`src/rtl/tick_down_timer_if.sv`:
```
// Bundle of tick/control inputs and count/status outputs of the interval timer.
// Latency: none; plain wires between driver and timer.
// Backpressure: none; the timer is purely reactive to tick/start/stop pulses.
interface tick_down_timer_if #(
  parameter int WIDTH  = 8,
  parameter int ECNT_W = 8
);
  logic              tick_in;
  logic              en;
  logic              start;
  logic              stop;
  logic              mode_reload;
  logic [WIDTH-1:0]  load_val;
  logic [WIDTH-1:0]  cnt;
  logic              busy;
  logic              expire;
  logic [ECNT_W-1:0] expire_cnt;

  // Driver side: prescaler ticks and control pulses in, status out.
  modport master (
    output tick_in, en, start, stop, mode_reload, load_val,
    input  cnt, busy, expire, expire_cnt
  );

  // Timer side.
  modport slave (
    input  tick_in, en, start, stop, mode_reload, load_val,
    output cnt, busy, expire, expire_cnt
  );
endinterface

```
`src/rtl/tick_down_timer.sv`:
```
// Down-counting interval timer: loads an interval, decrements per prescaler tick, flags expiry.
// Latency: expire and the updated cnt appear one cycle after the tick/start edge.
// Backpressure: none; every tick is consumed, including back-to-back ticks each cycle.
module tick_down_timer #(
  parameter int WIDTH  = 8,
  parameter int ECNT_W = 8
) (
  input  logic         clk,
  input  logic         clr,
  tick_down_timer_if.slave tif
);

  typedef enum logic {IDLE, RUN} state_t;

  state_t            state_q, state_d;
  logic [WIDTH-1:0]  cnt_q, cnt_d;
  logic [WIDTH-1:0]  reload_q, reload_d;
  logic              mode_q, mode_d;
  logic              expire_q, expire_d;
  logic [ECNT_W-1:0] expire_cnt_q, expire_cnt_d;

  logic              load_zero;
  logic [ECNT_W-1:0] expire_cnt_inc;

  assign load_zero      = (tif.load_val == '0);
  // Saturating increment: all-ones holds rather than wrapping to zero.
  assign expire_cnt_inc = (expire_cnt_q == '1) ? expire_cnt_q : expire_cnt_q + ECNT_W'(1);

  // Next-state logic; priority is stop (only meaningful in RUN), then start, then tick.
  always_comb begin
    state_d      = state_q;
    cnt_d        = cnt_q;
    reload_d     = reload_q;
    mode_d       = mode_q;
    expire_d     = 1'b0;
    expire_cnt_d = expire_cnt_q;

    if ((state_q == RUN) && tif.stop) begin
      // Stop wins over a coincident final tick: no expiry is reported.
      cnt_d   = '0;
      state_d = IDLE;
    end else if (tif.start) begin
      // Start/restart; a same-cycle tick is discarded, so the interval is exact.
      if (load_zero) begin
        // Zero interval expires immediately and never enters RUN.
        cnt_d        = '0;
        expire_d     = 1'b1;
        expire_cnt_d = ECNT_W'(1);
        state_d      = IDLE;
      end else begin
        cnt_d        = tif.load_val;
        reload_d     = tif.load_val;
        mode_d       = tif.mode_reload;
        expire_cnt_d = '0;
        state_d      = RUN;
      end
    end else if ((state_q == RUN) && tif.tick_in && tif.en) begin
      if (cnt_q == WIDTH'(1)) begin
        expire_d     = 1'b1;
        expire_cnt_d = expire_cnt_inc;
        if (mode_q) begin
          cnt_d = reload_q;
        end else begin
          cnt_d   = '0;
          state_d = IDLE;
        end
      end else begin
        cnt_d = cnt_q - WIDTH'(1);
      end
    end
  end

  // State and datapath registers; reset clears everything including a pending expire pulse.
  always_ff @(posedge clk or negedge clr) begin
    if (!clr) begin
      state_q      <= IDLE;
      cnt_q        <= '0;
      reload_q     <= '0;
      mode_q       <= 1'b0;
      expire_q     <= 1'b0;
      expire_cnt_q <= '0;
    end else begin
      state_q      <= state_d;
      cnt_q        <= cnt_d;
      reload_q     <= reload_d;
      mode_q       <= mode_d;
      expire_q     <= expire_d;
      expire_cnt_q <= expire_cnt_d;
    end
  end

  assign tif.cnt        = cnt_q;
  assign tif.busy       = (state_q == RUN);
  assign tif.expire     = expire_q;
  assign tif.expire_cnt = expire_cnt_q;

endmodule

```
`src/flat_wrapper.sv`:
```
// flat-port wrapper written by rule: the top's interface ports become plain ports
module tick_down_timer_flat 
#(
  parameter int WIDTH  = 8,
  parameter int ECNT_W = 8
)
  (clk, clr, tif_tick_in, tif_en, tif_start, tif_stop, tif_mode_reload, tif_load_val, tif_cnt, tif_busy, tif_expire, tif_expire_cnt);
  tick_down_timer_if #(.WIDTH(WIDTH), .ECNT_W(ECNT_W)) tif_i ();
  input  logic clk;
  input  logic clr;
  input wire logic [$bits(tif_i.tick_in)-1:0] tif_tick_in;
  input wire logic [$bits(tif_i.en)-1:0] tif_en;
  input wire logic [$bits(tif_i.start)-1:0] tif_start;
  input wire logic [$bits(tif_i.stop)-1:0] tif_stop;
  input wire logic [$bits(tif_i.mode_reload)-1:0] tif_mode_reload;
  input wire logic [$bits(tif_i.load_val)-1:0] tif_load_val;
  output wire logic [$bits(tif_i.cnt)-1:0] tif_cnt;
  output wire logic [$bits(tif_i.busy)-1:0] tif_busy;
  output wire logic [$bits(tif_i.expire)-1:0] tif_expire;
  output wire logic [$bits(tif_i.expire_cnt)-1:0] tif_expire_cnt;
  assign tif_i.tick_in = tif_tick_in;
  assign tif_i.en = tif_en;
  assign tif_i.start = tif_start;
  assign tif_i.stop = tif_stop;
  assign tif_i.mode_reload = tif_mode_reload;
  assign tif_i.load_val = tif_load_val;
  assign tif_cnt = tif_i.cnt;
  assign tif_busy = tif_i.busy;
  assign tif_expire = tif_i.expire;
  assign tif_expire_cnt = tif_i.expire_cnt;
  tick_down_timer #(.WIDTH(WIDTH), .ECNT_W(ECNT_W)) u_core (.clk(clk), .clr(clr), .tif(tif_i));
endmodule
```
`config.mk`:
```
export PLATFORM = sky130hd
export DESIGN_NAME = tick_down_timer_flat
export DESIGN_NICKNAME = d
export VERILOG_FILES = /design/src/rtl/tick_down_timer_if.sv /design/src/rtl/tick_down_timer.sv /design/src/flat_wrapper.sv
export SDC_FILE = /design/constraint.sdc
export NUM_CORES = 1
export LEC_CHECK = 0
export ABC_AREA = 1
export CAP_MARGIN = 20
export CORE_MARGIN = 2
export CORE_UTILIZATION = 30
export CTS_CLUSTER_DIAMETER = 40
export DETAILED_ROUTE_END_ITERATION = 16
export SETUP_SLACK_MARGIN = 0.15
export SYNTH_ARGS = -nofsm -noshare
export SYNTH_HDL_FRONTEND = slang
export SYNTH_SLANG_ARGS = --single-unit
```
`constraint.sdc`:
```
create_clock -name clk -period 1.6 [get_ports clk]
set_input_delay 0.32 -clock clk [delete_from_list [all_inputs] [get_ports clk]]
set_output_delay 0.32 -clock clk [all_outputs]
set_load 0.02 [all_outputs]
```
# ---- Yosys cells after proc, flatten, opt, wreduce, memory -nomap -nowiden
# Cells that the tools add are included.
dict set report op_classes {
  reduce_logical 11
  n_eq_ne 4
  n_bitwise 2
  muxes 22
  add_sub_neg 2
}
# op count
set ops {}
lappend ops {{2-to-1 mux 8 bit} 10}
lappend ops {{2-to-1 mux 1 bit} 12}
lappend ops {{adder 8 x 1 -> 8 bit, second input constant} 1}
lappend ops {{== test 8 x 1 -> 1 bit, second input constant} 1}
lappend ops {{== test 8 bit, second input constant} 1}
lappend ops {{zero test 8 bit} 1}
lappend ops {{subtractor 8 x 1 -> 8 bit, second input constant} 1}
lappend ops {{AND reduction 3 bit} 2}
lappend ops {{nonzero test 3 bit} 2}
lappend ops {{AND reduction 4 bit} 1}
lappend ops {{nonzero test 2 bit} 2}
lappend ops {{logical AND 1 bit} 3}
lappend ops {{inequality test 3 bit, second input constant} 1}
lappend ops {{inequality test 2 bit, second input constant} 1}
lappend ops {{inverter 1 bit} 2}
dict set report word_totals {
  output_inout_bits 18
  register_bits 27
  inputBits 15
}

# ---- Depth between registers and ports, before layout
# Gate-level depths: netlist (run 1).
dict set report logic_depth {
  ltp_word 5
  mapped_depth 10
  mapped_depth_nobuf 10
}

# ---- Worst setup path before layout (run 1)
# Ideal clock, no wire load.
dict set report synth_path {
  path_type {register to register}
  startpoint {reg u_core.expire_cnt_q[0] (netlist: u_core.tif.expire_cnt[0])}
  endpoint {reg u_core.expire_cnt_q[0] (netlist: u_core.tif.expire_cnt[0])}
  slack_ns 0.067
  t_required_ns 1.483
  path_stages_with_launch 9
  arrival_ns 1.416
  setup_time_ns 0.117
  cell_sequence {dfrtp_1 -> ha_1 -> nand3_1 -> nor2_1 -> nand3_1 -> nand2_4 -> nand2_4 -> nand2_1 -> nand2_1}
}
dict set report synth_between {
  elab_chain_cells 5
}
# item line
set synth_lines {}
lappend synth_lines {{from (decl)} tick_down_timer.sv:20} ;# logic [ECNT_W-1:0] expire_cnt_q, expire_cnt_d;
lappend synth_lines {{from (signal assigned)} tick_down_timer.sv:88} ;# expire_cnt_q <= expire_cnt_d;
lappend synth_lines {{adder 8 x 1 -> 8 bit} tick_down_timer.sv:27} ;# assign expire_cnt_inc = (expire_cnt_q == '1) ? expire_cnt_q : expire_cnt_q + ECNT_W'(1);
lappend synth_lines {{2-to-1 mux 8 bit} tick_down_timer.sv:27}
lappend synth_lines {{2-to-1 mux 8 bit} tick_down_timer.sv:58} ;# if (cnt_q == WIDTH'(1)) begin
lappend synth_lines {{2-to-1 mux 8 bit} tick_down_timer.sv:57} ;# end else if ((state_q == RUN) && tif.tick_in && tif.en) begin
lappend synth_lines {{2-to-1 mux 8 bit} tick_down_timer.sv:42} ;# end else if (tif.start) begin
# Parallel ways exist; a longest one is shown, timed or not. The select of a mux whose other input is x is not followed.
# A chain may end at the register's enable or synchronous reset.

# ---- Final worst setup path (run 1)
dict set report layout_path {
  startpoint {reg u_core.expire_cnt_q[6] (netlist: u_core.tif.expire_cnt[6])}
  endpoint {out tif_expire_cnt[6]}
}
# item line
set layout_lines {}
lappend layout_lines {{to (decl)} flat_wrapper.sv:20} ;# output wire logic [$bits(tif_i.expire_cnt)-1:0] tif_expire_cnt;
# No word-level cell between the ends.

==> results of run 1 <==
cell type report:
cell class                 instances  area, um^2  share of cell area (%)
clock buffer                       3        41.3                    1.75
clock inverter                     1        7.51                   0.317
inverter                          26        97.6                    4.13
multi-input combinational        181         972                    41.1
sequential                        27         688                    29.1
tap                               72        90.1                    3.81
timing repair buffer              56         468                    19.8
cells in the mapped netlist (all sizes together), types with 2 or more instances:
master	count
nor2	25
dfrtp	27
nand4	3
nand3	29
nand2	100
nor3	2
xor2	5
ha	3
a21oi	2
o21ai	8
inv	26
routing by layer:
metal  up-vias  global-route usage (%)  part of all wire [%]
met1       769                    18.9                    48
met3         2                    2.64                   3.7
li1        854                       -                     -
met4         0                    4.04                  0.46
met2        40                    26.2                    48
met5         -                       0                     0
stage by stage:
stage | power [mW] | setup TNS [ns] | hold WS [ns] | util [%] | setup slack (ns)
2_1_floorplan | 1.22 | 0 | 0.0244 | - | 0.163
3_3_place_gp | 1.47 | -0.580 | 0.457 | 39.6 | -0.128
3_5_place_dp | 1.47 | -0.408 | 0.459 | 39.6 | -0.0950
4_1_cts | 1.93 | 0 | 0.416 | 42.2 | 0.154
5_1_grt | 2.09 | 0 | 0.445 | 43.5 | 0.115
6_report | 1.97 | 0 | 0.402 | 43.5 | 0.177
state kept, by name (all words and copies together) (netlist names):
signal	cells
u_core.tif.expire	1
u_core.tif.expire_cnt	8
u_core.tif.cnt	8
u_core.tif.busy	1
u_core.mode_q	1
u_core.reload_q	8
power groups by stage:
stage | Sequential [mW] | Combinational, mW | Clock, mW
final | 0.837 | 0.717 | 0.411
after global routing | 0.847 | 0.795 | 0.448
after CTS | 0.832 | 0.675 | 0.426
after detailed placement | 0.847 | 0.622 | 0
after global placement | 0.846 | 0.619 | 0
after floorplan | 0.883 | 0.332 | 0
cell usage in the layout (no fill, tap or decap):
cell             count
o22ai_1              1
nor2_8               1
nor2_2               3
inv_2                6
dfrtp_1             17
a21oi_1              2
nand2_1             93
nor3_1               2
nor2_4               7
nand2_2              2
ha_4                 2
dfrtp_2             10
inv_1               20
clkdlybuf4s50_1     14
clkbuf_8             3
o21ai_0              6
ha_2                 1
nand4_1              3
xor2_1               5
clkdlybuf4s15_1      1
clkinvlp_4           1
nand3_4              1
nand2_4              6
buf_4               24
nor2_1              14
o21ai_1              2
o211ai_1             1
xnor2_1              1
nand3_2              1
clkbuf_2             3
dlygate4sd2_1       14
nand3_1             27
timing repair:
item	in CTS	in global routing
pin swaps	8	8
buffers inserted	8	5
endpoints found under the setup margin	33	22
gates resized for setup	36	16
cloned	1	0
logic make-up (layout without fill, tap and decap cells):
family,count (synthesis),in the layout
adders and majority gates,3,3
AOI/OAI and AO/OA,12,12
DFF,27,27
xor gates and xnor gates,6,6
and+or+nand+nor,159,160
buffers and inverters,28,86
final timing paths:
| check | end | slack, ns | cells past startpoint |
|---|---|---|---|
| setup / recovery | tif_expire_cnt[6] | 0.18 | 1 |
| hold / removal | u_core.reload_q[3] | 0.40 | 2 |
| setup reg to reg | u_core.tif.expire_cnt[0] | 0.21 | 10 |
| hold reg to reg | u_core.reload_q[2] | 0.48 | 2 |
| max in group asynchronous | u_core.tif.expire_cnt[1] | 0.91 | 2 |
| min in group clk | u_core.reload_q[2] | 0.48 | 2 |
==> metrics, run 1 <==
r2r startpoint=u_core.tif.cnt[1]; Die ar.=6150 um^2; filler-free cell count of the finished design=366; antenna cells=0; CP peak stage delay=0.46 ns; Synth async-reset ratio=100%; share of the synthesized area in the top cell type=40.6%; gpl congestion=0.827; worst clock skew=0.00866 ns; Total GRT Usage=15.0%; PD cells=831 nW/um^2; FILL cells=568; synthesized area per cell=7.08 um^2; antenna violations before repair=0; Worst VDD drop=0.000416 V; critical-path cell with the highest stage delay=dfrtp_1; Psw=0.720 mW; vias in the first global route=1,587; Clock Path Buffers=2; share of cells above drive strength 1=24.1%; DR DRC count=0; CTS Root Cell=clkbuf_8; Clock Latency Late Sink=0.28 ns; Hold Crit Class=primary input to asynchronous set/reset pin; final net count=313; CTS tree=yes; Switching Fraction=36.6%; io pins=33; crit end category=output pin; yosys warns=0; CTS hold repair buffers=0; Cell Area, Placed=2150 um^2; crit-path cells=dlygate4sd2_1; Num CTS Buffers=3; Final Hold Vio Count=0; Final period util=88.9%; effective utilization at floorplan=30.6%; final setup vio count=0; Synthesized Nets=253; xor and xnor fraction of the mapped netlist area=3.16%; Post-Synth Simple-Gate Area=43.7%; clock sinks=27; relative slew slack=76.3%; Cell Area, Synth=1660 um^2; I/O Buffers=32; RSZ-0062 raised after global routing=true; top_reg_cell synth=dfrtp_1; Worst Path Arrival=1.10 ns; Cells after Synth=235; largest net degree at the start of global routing=28; Synth area leaders=dfrtp_1, nand2_1, nand3_1; Yosys reg bits=27; outcome=completed; Detailed Place HPWL=3160 um; cell internal pwr=1.25 mW; Synth-to-Final Area Change=42.2%; worst path bufs/invs=1; CP startpoint kind=flip-flop; Synth Area in Compound Gates=3.84%; H-tree depth=1; Max Cap Violations=0; Leak=1.27 nW; Cell Rows=27; Remaining Overflow, GRT=0; vias per cell=4.55; routed length per instance=12.0 um; Slew @ Worst Pin=0.355 ns; Detailed Routing Iterations Pass 1=4; Worst EP required=1.28 ns; die width=78.5 um; Post-synth EDFFs=0; post-route ant nets=0; Initial DRC Count=85; Tmin final=1.42 ns; f_max=0.703 GHz; Unique masters post-synth=23; largest area contributor in the netlist=dfrtp_1; first-pass GRT wire length=7330 um; design area=2360 um^2; core box area=5440 um^2; Die H=78.5 um; max-slew violation count=0; vias=1,665; Placed Cells=348; Critical Path Source=u_core.tif.expire_cnt[6]; Crit Path Class=flip-flop to output pin; Crit Path Max Fanout=4; mux contribution to synthesized area=0%; Seq/Total Area, Yosys=40.6%; total routed wirelength=4390 um; largest family of logic cells by synthesized area=simple AND/OR/NAND/NOR gates; Synth Area in Adders=2.26%; Top delay family on crit path=flip-flops; Seq pwr share=42.6%; Comb pwr share=36.5%; CTS clk-pin slew, worst paths=0.10 ns; clock power share=20.9%
No activity file was read; power rests on OpenSTA's default activity.
==> run 2, diff against run 1 <==
--- a/config.mk
+++ b/config.mk
@@ -11,6 +11,7 @@
 export CORE_UTILIZATION = 30
 export CTS_CLUSTER_DIAMETER = 40
 export DETAILED_ROUTE_END_ITERATION = 16
+export PLACE_DENSITY_LB_ADDON = 0.08
 export SETUP_SLACK_MARGIN = 0.15
 export SYNTH_ARGS = -nofsm -noshare
 export SYNTH_HDL_FRONTEND = slang
==> metrics, run 2 (synthesis results as in run 1) <==
cell internal pwr=1.24 mW (-0.44%); Die ar.=6150 um^2 (unchanged); outcome=completed; die width=78.5 um (unchanged); most frequent cells in the layout=nand2_1, nand3_1, buf_4; Crit Path Class=flip-flop to flip-flop; cell mode on critical path=nand2_4; largest net degree at the start of global routing=28 (unchanged); f_max=0.709 GHz (+0.96%); relative slew slack=75.0% (-1.4 points); r2r startpoint=u_core.tif.cnt[1]; total routed wirelength=4720 um (+7.4%); CP peak stage delay=0.44 ns (-0.02 ns); gpl congestion=0.760 (-8.1%); Seq pwr share=42.4% (-0.2 points); worst setup margin=0.190 ns (+0.0135 ns); R2R depth=10 (unchanged); vias in the first global route=1,718 (+8.3%); Hold Crit Class=primary input to asynchronous set/reset pin; Placed Cells=356 (+2.3%); max-slew violation count=0 (unchanged); DR DRC count=0 (unchanged); post-route ant nets=0 (unchanged); Cell Rows=27 (unchanged); Final period util=88.1% (-0.84 points); CTS clk-pin slew, worst paths=0.10 ns (about the same); Reg2Reg Setup Slack=0.19 ns (-0.02 ns); Switching Fraction=36.5% (-0.13 points); Top delay family on crit path=simple AND/OR/NAND/NOR gates; Detailed Place HPWL=3480 um (+10%); Worst EP required=1.81 ns (+0.53 ns); Worst Path Arrival=1.62 ns (+0.52 ns); Crit Path Max Fanout=7 (+3); CP startpoint kind=flip-flop; capture point of the worst reg-to-reg path=u_core.tif.expire_cnt[0]; PD cells=816 nW/um^2 (-1.8%); Critical Path Source=u_core.tif.cnt[1]; effective utilization at floorplan=30.6% (unchanged); Worst VDD drop=0.000346 V (-17%); Psw=0.713 mW (-0.99%); critical-path cell with the highest stage delay=dfrtp_2; antenna violations before repair=0 (unchanged); final setup vio count=0 (unchanged); Clock Latency Late Sink=0.27 ns (about the same); worst clock skew=0.00367 ns (-0.00499 ns); share of cells above drive strength 1=25.8% (+1.7 points); Clock Path Buffers=2 (unchanged); FILL cells=600 (+5.6%); worst path bufs/invs=1 (unchanged); routed length per instance=12.8 um (+6.3%); vias per cell=4.49 (-1.3%); crit-path cells=inv_4, ha_4, nand2_4, nor2_8, nand2_4, nor2_4, nand2_4, nand2_4, nand2_1, nand2_1; clock sinks=27 (unchanged); CTS Root Cell=clkbuf_8; Comb pwr share=37.5% (+1.0 points); Slew @ Worst Pin=0.375 ns (+0.0205 ns); Die H=78.5 um (unchanged); core box area=5440 um^2 (unchanged); setup TNS=0 ns (unchanged); filler-free cell count of the finished design=370 (+1.1%); clock power share=20.1% (-0.8 points); H-tree depth=1 (unchanged); RSZ-0062 raised after global routing=true; Setup crit end=u_core.tif.expire_cnt[0]; Detailed Routing Iterations Pass 1=4 (unchanged); crit end category=flip-flop; Total GRT Usage=16.5% (+1.6 points); pre-CTS WS=-0.0761 ns (+0.0189 ns); Tmin final=1.41 ns (-0.0135 ns); Synth-to-Final Area Change=43.9%; first-pass GRT wire length=7980 um (+8.8%); CP Depth=10 (+9); vias=1,661 (-0.24%); final net count=317 (+1.3%); Final Hold Vio Count=0 (unchanged); Leak=1.29 nW (+1.8%); Core Util, Final=44.0% (+0.51 points); commonest non-fill, non-tap cell in the layout=nand2_1; I/O Buffers=32 (unchanged); antenna cells=0 (unchanged); Initial DRC Count=49 (-42%); CTS tree=yes; io pins=33 (unchanged); Remaining Overflow, GRT=0 (unchanged); Num CTS Buffers=3 (unchanged); Max Cap Violations=0 (unchanged)
-- run 2: changes by cell type in the layout (fill, tap and decap cells not counted), moves of 2 or more --
| cell | before | now |
|---|---|---|
| dfrtp_2 | 10 | 8 |
| dfrtp_1 | 17 | 19 |
| inv_1 | 20 | 17 |
| inv_4 | 0 | 2 |
-- run 2: how the worst min path moves through the flow --
stage	start	end	slack (ns)	cells past startpoint
4_1_cts	clr	u_core.tif.expire_cnt[5]	0.44	2
3_3_place_gp	u_core.reload_q[4]	u_core.reload_q[4]	0.46	2
6_report	clr	u_core.tif.expire	0.43	2
3_5_place_dp	u_core.reload_q[2]	u_core.reload_q[2]	0.46	2
5_1_grt	clr	u_core.tif.expire_cnt[5]	0.47	2
2_1_floorplan	clr	u_core.mode_q	0.02	0
-- run 2: routing by layer --
layer	part of all wire [%]	track usage (%)
met1	44	20.3
met2	52	30.8
met3	2.4	2.07
met4	0.81	3.68
met5	0	0
-- run 2: power groups by stage --
stage	clock network, mW	registers, mW	logic (mW)
after floorplan	0	0.883	0.332
after global placement	0	0.841	0.670
after detailed placement	0	0.838	0.671
after CTS	0.414	0.826	0.705
after global routing	0.445	0.838	0.814
final	0.393	0.827	0.733
-- run 2: final cells by class --
| cell class | instances | area, um^2 | share of cell area (%) |
|---|---|---|---|
| tap | 72 | 90.1 | 3.77 |
| sequential | 27 | 686 | 28.7 |
| multi-input combinational | 182 | 966 | 40.4 |
| clock buffer | 3 | 41.3 | 1.73 |
| timing repair buffer | 59 | 502 | 21.0 |
| clock inverter | 1 | 5.00 | 0.209 |
| inverter | 26 | 103 | 4.29 |
-- run 2: repair_timing --
item	CTS	global route
resized for setup	35	21
hold buffers	0	0
cloned	1	1
pin swaps	8	8
buffers inserted	7	1
endpoints found under the setup margin	34	28
endpoints found under the hold margin	0	0
-- run 2: through the flow --
stage               cell area [um^2]  power (mW)  hold slack [ns]
floorplan                       1670        1.22           0.0244
global placement                2230        1.51            0.458
detailed placement              2230        1.51            0.463
CTS                             2350        1.94            0.438
global route                    2390        2.10            0.467
finish                          2390        1.95            0.428
==> run 3, diff against run 2 <==
--- a/config.mk
+++ b/config.mk
@@ -8,7 +8,7 @@
 export ABC_AREA = 1
 export CAP_MARGIN = 20
 export CORE_MARGIN = 2
-export CORE_UTILIZATION = 30
+export CORE_UTILIZATION = 24
 export CTS_CLUSTER_DIAMETER = 40
 export DETAILED_ROUTE_END_ITERATION = 16
 export PLACE_DENSITY_LB_ADDON = 0.08
==> metrics, run 3 (synthesis results as in run 1) <==
I/O Buffers=32 (unchanged); Placed Cells=366 (+2.8%); clock sinks=27 (unchanged); CP peak stage delay=0.39 ns (-0.05 ns); antenna cells=0 (unchanged); antenna violations before repair=0 (unchanged); Seq pwr share=41.2% (-1.2 points); first-pass GRT wire length=8310 um (+4.1%); Crit Path Max Fanout=3 (-4); commonest non-fill, non-tap cell in the layout=nand2_1; core box area=6760 um^2 (+24%); worst clock skew=0.00706 ns (+0.00339 ns); share of cells above drive strength 1=25.6% (-0.26 points); H-tree depth=1 (unchanged); outcome=completed; Max Cap Violations=0 (unchanged); CP Depth=2 (-8); final setup vio count=0 (unchanged); Leak=1.31 nW (+1.7%); Die ar.=7610 um^2 (+24%); most frequent cells in the layout=nand2_1, buf_4, nand3_1; Clock Path Buffers=2 (unchanged); io pins=33 (unchanged); Synth-to-Final Area Change=48.5%; Final Hold Vio Count=0 (unchanged); Crit Path Class=flip-flop to output pin; final net count=320 (+0.95%); R2R depth=10 (unchanged); Initial DRC Count=81 (+65%); critical-path cell with the highest stage delay=dfrtp_1; Comb pwr share=38.7% (+1.2 points); CTS Root Cell=clkbuf_8; CTS hold repair buffers=0 (unchanged); Tmin final=1.42 ns (+0.00893 ns); routed length per instance=13.2 um (+3.7%); PD cells=814 nW/um^2 (-0.31%); Clock Latency Late Sink=0.28 ns (about the same); post-route ant nets=0 (unchanged); die width=87.2 um (+11%); clock power share=20.1% (about the same); f_max=0.705 GHz (-0.63%); crit-path cells=buf_4, clkdlybuf4s15_1; vias in the first global route=1,696 (-1.3%); Hold Crit Class=primary input to asynchronous set/reset pin; Worst Path Arrival=1.10 ns (-0.52 ns); crit end category=output pin; max-slew violation count=0 (unchanged); Met2 Routed Length=2530 um (+2.5%); met3 WL=136 um (+21%); Switching Fraction=36.4% (-0.097 points); Final period util=88.7% (+0.56 points); cell internal pwr=1.28 mW (+3.1%); effective utilization at floorplan=24.6% (-6.0 points); worst path bufs/invs=2 (+1); gpl congestion=0.739 (-2.7%); filler-free cell count of the finished design=381 (+3.0%); Slew @ Worst Pin=0.222 ns (-0.154 ns); Multi-input gate area=971 um^2 (+0.52%); Die H=87.2 um (+11%); vias per cell=4.29 (-4.4%); Top delay family on crit path=buffers and inverters; largest net degree at the start of global routing=28 (unchanged); Reg2Reg Setup Slack=0.19 ns (about the same); FILL cells=756 (+26%); Top Layer Used=met4; Worst EP required=1.28 ns (-0.53 ns); Num CTS Buffers=3 (unchanged); Detailed Place HPWL=3630 um (+4.1%); Psw=0.732 mW (+2.6%); total routed wirelength=5040 um (+6.8%); CTS clk-pin slew, worst paths=0.10 ns (about the same); M1 WL=2340 um (+12%); relative slew slack=85.1% (+10 points); RSZ-0062 raised after global routing=true; register area=684 um^2 (-0.18%); CP startpoint kind=flip-flop; Detailed Routing Iterations Pass 1=4 (unchanged); Power Total=2.01 mW (+2.9%); setup TNS=0 ns (unchanged); Remaining Overflow, GRT=0 (unchanged); vias=1,635 (-1.6%); CTS tree=yes; Cell Rows=30 (+11%); DR DRC count=0 (unchanged); Worst VDD drop=0.000315 V (-9.0%); Total GRT Usage=14.2% (-2.4 points)
## run 3: cell count changes in the layout (fill, tap and decap cells not counted), moves of 2 or more
cell and delta:
buf_12 +2, clkdlybuf4s15_1 +2, clkbuf_2 -2, buf_4 +3
## run 3: worst register-to-register path: cells and delay by family, from the launching register on
kind	cells	cell delay, ns
simple gates	8	0.73
fa+ha+maj	1	0.13
buf+inv	1	0.07
flops	1	0.44
## run 3: final cells by class
type | instances | area share (%)
multi-input cells | 181 | 39.3
clock buffers | 4 | 1.82
well taps | 80 | 4.05
repair buffers | 63 | 22.9
inverters | 26 | 4.20
flip-flops and latches | 27 | 27.7
## run 3: final timing paths
check | end | start
hold / removal | u_core.tif.cnt[4] | clr
setup / recovery | tif_cnt[0] | u_core.tif.cnt[0]
hold reg to reg | u_core.reload_q[5] | u_core.reload_q[5]
max in group asynchronous | u_core.tif.expire_cnt[0] | clr
min in group clk | u_core.reload_q[5] | u_core.reload_q[5]
setup reg to reg | u_core.tif.expire_cnt[2] | u_core.tif.cnt[1]
## run 3: per-stage QoR
stage	hold slack, ns	setup slack, ns	util [%]	area, um^2
floorplan	0.0244	0.163	-	1670
global route	0.394	0.0916	36.6	2470
detailed placement	0.460	-0.0448	33.7	2280
global placement	0.457	-0.0296	33.7	2280
CTS	0.392	0.110	35.1	2370
finish	0.384	0.182	36.6	2470
## run 3: power groups by stage
| stage | registers [mW] | clock network, mW | logic (mW) |
|---|---|---|---|
| 2_1_floorplan | 0.883 | 0 | 0.332 |
| 3_3_place_gp | 0.839 | 0 | 0.696 |
| 3_5_place_dp | 0.839 | 0 | 0.694 |
| 4_1_cts | 0.828 | 0.433 | 0.721 |
| 5_1_grt | 0.840 | 0.454 | 0.868 |
| 6_report | 0.828 | 0.404 | 0.778 |
## run 3: what timing repair did
item | in CTS | in global routing
setup buffers | 2 | 8
setup endpoints to repair | 32 | 29
pin swaps | 5 | 13
cloned | 1 | 0
resized for setup | 34 | 19
## run 3: metal layers
| layer | up-vias | GRT usage (%) |
|---|---|---|
| met5 | - | 0 |
| li1 | 872 | - |
| met3 | 2 | 1.71 |
| met4 | 0 | 3.78 |
| met1 | 742 | 18.0 |
| met2 | 19 | 25.4 |
